===== src/rtl/bank_write_sequencer.sv =====
// rtl/bank_write_sequencer.sv - synchronised bank decode and setup/write/hold sequencer for parameter RAMs
module bank_write_sequencer #(
  parameter int NUM_BANKS  = 5,
  parameter int BANK_W     = 3,
  parameter int SETUP_CYC  = 2,
  parameter int WR_CYC     = 1,
  parameter int STICKY_SEL = 1,
  parameter int DROP_W     = 8
) (
  input  logic                 CLOCK_25,
  input  logic                 iRST,
  input  logic                 data_ready,
  input  logic [BANK_W-1:0]    bank_adr,
  output logic [NUM_BANKS-1:0] bank_sel,
  output logic                 write,
  output logic                 busy,
  output logic                 bank_err,
  output logic                 overrun,
  output logic [DROP_W-1:0]    drop_cnt
);

  typedef enum logic [1:0] {IDLE, SETUP, WRITE, HOLD} state_t;

  localparam logic [3:0]        SETUP_LD = 4'(SETUP_CYC - 1);
  localparam logic [3:0]        WR_LD    = 4'(WR_CYC - 1);
  localparam logic [DROP_W-1:0] DROP_MAX = '1;

  state_t                 r_state;
  logic [3:0]             r_cnt;
  logic                   r_s0;
  logic                   r_s1;
  logic                   r_s2;
  logic                   w_rise;
  logic                   w_adr_ok;
  logic [NUM_BANKS-1:0]   w_onehot;

  assign w_rise   = r_s1 & ~r_s2;
  assign w_adr_ok = (32'(bank_adr) < 32'(NUM_BANKS));
  assign w_onehot = NUM_BANKS'(1) << bank_adr;

  always_ff @(posedge CLOCK_25) begin
    if (iRST) begin
      r_s0     <= 1'b0;
      r_s1     <= 1'b0;
      r_s2     <= 1'b0;
      r_state  <= IDLE;
      r_cnt    <= 4'd0;
      bank_sel <= '0;
      write    <= 1'b0;
      busy     <= 1'b0;
      bank_err <= 1'b0;
      overrun  <= 1'b0;
      drop_cnt <= '0;
    end else begin
      r_s0     <= data_ready;
      r_s1     <= r_s0;
      r_s2     <= r_s1;
      bank_err <= 1'b0;
      overrun  <= 1'b0;

      // Any new request while a sequence is in flight (HOLD included) is dropped.
      if (w_rise && r_state != IDLE) begin
        overrun <= 1'b1;
        if (drop_cnt != DROP_MAX) drop_cnt <= drop_cnt + DROP_W'(1);
      end

      case (r_state)
        IDLE: begin
          if (w_rise) begin
            if (w_adr_ok) begin
              bank_sel <= w_onehot;
              r_state  <= SETUP;
              r_cnt    <= SETUP_LD;
              busy     <= 1'b1;
            end else begin
              bank_err <= 1'b1;
              bank_sel <= '0;
            end
          end
        end
        SETUP: begin
          if (r_cnt == 4'd0) begin
            r_state <= WRITE;
            write   <= 1'b1;
            r_cnt   <= WR_LD;
          end else begin
            r_cnt <= r_cnt - 4'd1;
          end
        end
        WRITE: begin
          if (r_cnt == 4'd0) begin
            write   <= 1'b0;
            r_state <= HOLD;
          end else begin
            r_cnt <= r_cnt - 4'd1;
          end
        end
        HOLD: begin
          r_state <= IDLE;
          busy    <= 1'b0;
          if (STICKY_SEL == 0) bank_sel <= '0;
        end
        default: r_state <= IDLE;
      endcase
    end
  end

endmodule


===== config.mk =====
export PLATFORM = sky130hd
export DESIGN_NAME = bank_write_sequencer
export DESIGN_NICKNAME = d
export VERILOG_FILES = /design/src/rtl/bank_write_sequencer.sv
export SDC_FILE = /design/constraint.sdc
export NUM_CORES = 1
export LEC_CHECK = 0
export CORE_MARGIN = 2
export CORE_UTILIZATION = 45
export CTS_CLUSTER_DIAMETER = 50
export CTS_CLUSTER_SIZE = 40
export DETAILED_ROUTE_END_ITERATION = 8
export PLACE_DENSITY = 0.69
export RECOVER_POWER = 25
export SYNTH_ARGS = -nofsm -noshare
export SYNTH_HDL_FRONTEND = slang
export SYNTH_SLANG_ARGS = --single-unit

===== constraint.sdc =====
create_clock -name CLOCK_25 -period 2.54 [get_ports CLOCK_25]
set_clock_uncertainty 0.1 [all_clocks]
set_input_delay 0.508 -clock CLOCK_25 [delete_from_list [all_inputs] [get_ports CLOCK_25]]
set_output_delay 0.508 -clock CLOCK_25 [all_outputs]
set_load 0.005 [all_outputs]

==> impl_metrics.toml <==
[placement]
post-place-ws_ns = 0.469
gp_congestion = 0.794
port_buffers = 22
post-place-cells = 185
detailedPlacementHpwl_mm = 1.81

[critical_path]
regToRegStartpoint = "r_state[0]"
r2r-end = "drop_cnt[6]"
end_kind = "register"
cp_max_fo = 6
r2r_cells = 6
crit_type = "register to register"
critPathLaunchType = "register"
r2r_setup_slack_ns = 0.42
cp_data_arrival_time_ns = 2.27
timing.critical_path.required_ns = 2.70

[run]
maxCapViolCount = 0

[yosys]
netlist_top_cells_area = "dfxtp_1 (42%), ha_1 (8.1%), nor2_1 (5.5%), xor2_1 (3.5%), a21oi_1 (3.2%)"
synth.yosys.warnings = 0
synth_simple_gate_area_share = 0.243
synth_xor_area_frac = 0.0354
register_bit_total_from_synthesis = 26
synthDistinctLibCells = 35
syn-num-nets = 148
syn_inst = 134
synth.avg_cell_area_um2 = 9.23
post_synth_instance_area_um2 = 1240
post-synth-top-count-cell = "dfxtp_1"
yosys.area.top_type = "dfxtp_1"
synth_ff_type = "dfxtp_1"
synth-compound-area-share = 0.165
synth.top_cells.by_count = "dfxtp_1 (26), nor2_1 (18), a21oi_1 (8), ha_1 (8)"
postSynth.asyncResetShare = 0
synth_top_area_share = 0.421
synth_edf_count = 0
yosys-mux-area-fraction = 0.0243
ys_seq_area_frac = 0.421
main_combinational_cell_family_by_area_after_synthesis = "simple AND/OR/NAND/NOR gates"
synth_fa_ha_area_frac = 0.0810

[power]
static-leakage-power_nw = 0.533
power-per-cell-area_nw_per_um2 = 511
fin_total_pwr_mw = 0.769
worst_ir_drop_vdd_v = 0.000359

[layout]
multiInputGateArea_um2 = 674
regArea_um2 = 520
layout.cells.non_filler = 188
post_route_cells_drive_above_1_share = 0.0318
area_growth_pct = 21.9
design.final.nets = 173
antenna-diode-count = 0
nFillCells = 248

[sta]
holdWs_ns = 0.363
final.period_utilization = 0.833
fmax_mhz = 472
rsz0062_at_grt = "no"
post-route-worst-setup-slack_ns = 0.423
final_max_slew_viol_count = 0
slew_headroom = 0.443
setup-violations-final = 0
final.min_clock_period_ns = 2.12
setup_tns_ns = 0
final-hold-violation-count = 0
worst_pin_slew_ns = 0.836

[drt]
routed_wire_length_per_instance_um = 12.8
drc_errors = 0
first_iter_violations = 18
route.final.wire_length_mm = 2.41
vias_per_cell = 5.61
route.vias.total = 1054
drt_pass1_iterations = 4
antenna_left = 0

[grt]
antenna_violations_before_repair = 0
first_global_vias = 1021
largest_net_degree_at_the_start_of_global_routing = 19
grt_use_total = 0.167
wire_length_of_the_first_global_routing_pass_mm = 4.21
grt_overflow_total = 0

[die]
placeableCoreArea_um2 = 2690
floorplan.die_area_um2 = 3180
initial_core_util = 0.460
num_io_pins = 23
dieHeight_um = 56.4
die_w_um = 56.4
core.rowCount = 19

[min_path]
timing.hold.worst_endpoint = "r_s1"
hold_path_class = "register to register"
hp-start = "r_s0"
worstHoldPathCells = 1

[clock_tree]
insertion_delay_ns = 0.31
clock_tree_from_tritoncts = "yes"
cts_made_buffers = 3
clock_transition_at_the_register_clock_pins_on_the_worst_setup_and_hold_paths_after_cts_ns = 0.13
clock_sink_count = 26
cts_root_buffer = "clkbuf_4"
postCtsSetupRepairBufs = 0
ctsHoldBuffers = 0
count_of_cells_resized_by_post_cts_repair = 0
cts.path.max_buffers = 2
cts_max_level = 1

[status]
status = "finished, final reports clean"
-- logic make-up after synthesis --
logic type               count (synthesis)
AND/OR/NAND/NOR                         51
AO/OA/AOI/OAI                           31
flip-flops                              26
buffers and inverters                   10
adder cells (fa/ha/maj)                  8
XOR/XNOR                                 5
multiplexers                             3
-- state kept, by name, summed over array words and instances, names as in the netlist --
name,cells
r_s0,1
r_s2,1
r_cnt,4
bank_err,1
write,1
r_s1,1
busy,1
r_state,2
bank_sel,5
drop_cnt,8
overrun,1
-- per-stage QoR --
step	area (µm²)	util
6_report	1510	0.561
5_1_grt	1510	0.561
4_1_cts	1510	0.564
3_5_place_dp	1490	0.555
3_3_place_gp	1490	0.555
2_1_floorplan	1240	-
-- power by group --
group          internal, mW  leakage [nW]  switching (mW)  total, mW
sequential            0.425         0.211          0.0132      0.438
clock                0.0556        0.0138           0.115      0.171
combinational        0.0702         0.309          0.0903      0.160
-- how the worst max path moves through the flow --
stage	start	endpoint	slack (ns)	cells after the start
final	r_state[0]	drop_cnt[6]	0.42	6
after global routing	r_state[0]	drop_cnt[6]	0.30	6
after CTS	r_state[0]	drop_cnt[6]	0.57	6
after detailed placement	bank_adr[1]	r_cnt[1]	0.47	5
after global placement	bank_adr[1]	r_cnt[1]	0.50	5
after floorplan	r_state[0]	drop_cnt[6]	0.76	6
-- layout by cell type, fill, tap and decap left out, drive strengths merged, types with 3 or more instances in the layout --
| cell | count |
|---|---|
| nor2 | 18 |
| o21ai | 8 |
| inv | 7 |
| and2 | 3 |
| ha | 8 |
| nand3 | 3 |
| mux2i | 3 |
| nor4b | 4 |
| xor2 | 5 |
| o211ai | 3 |
| nand3b | 3 |
| clkbuf | 4 |
| nor3 | 4 |
| a21oi | 8 |
| nor2b | 5 |
| dfxtp | 26 |
| clkdlybuf4s50 | 20 |
-- worst max-delay path, cell delays in order, from the launching register on --
cell	delay, ns
dfxtp_1	0.39
inv_1	0.10
ha_1	0.29
nor3b_4	0.31
o21ai_0	0.28
or4_1	0.52
o21ai_0	0.07
-- area by class of cell --
cell class	count	share of cell area
well taps	31	0.0257
clock buffers	3	0.0150
flip-flops and latches	26	0.346
repair buffers	23	0.149
inverters	7	0.0174
multi-input cells	98	0.448
-- per-layer routing --
layer | wire length [µm] | GRT usage | share of wire | vias up
met5 | 0 | 0 | 0 | -
met4 | 45 | 0.0918 | 0.019 | 0
met3 | 88 | 0.0207 | 0.037 | 5
met2 | 1110 | 0.284 | 0.46 | 25
met1 | 1170 | 0.202 | 0.48 | 493
li1 | - | - | - | 531
Power figures use the tool's default switching activity.
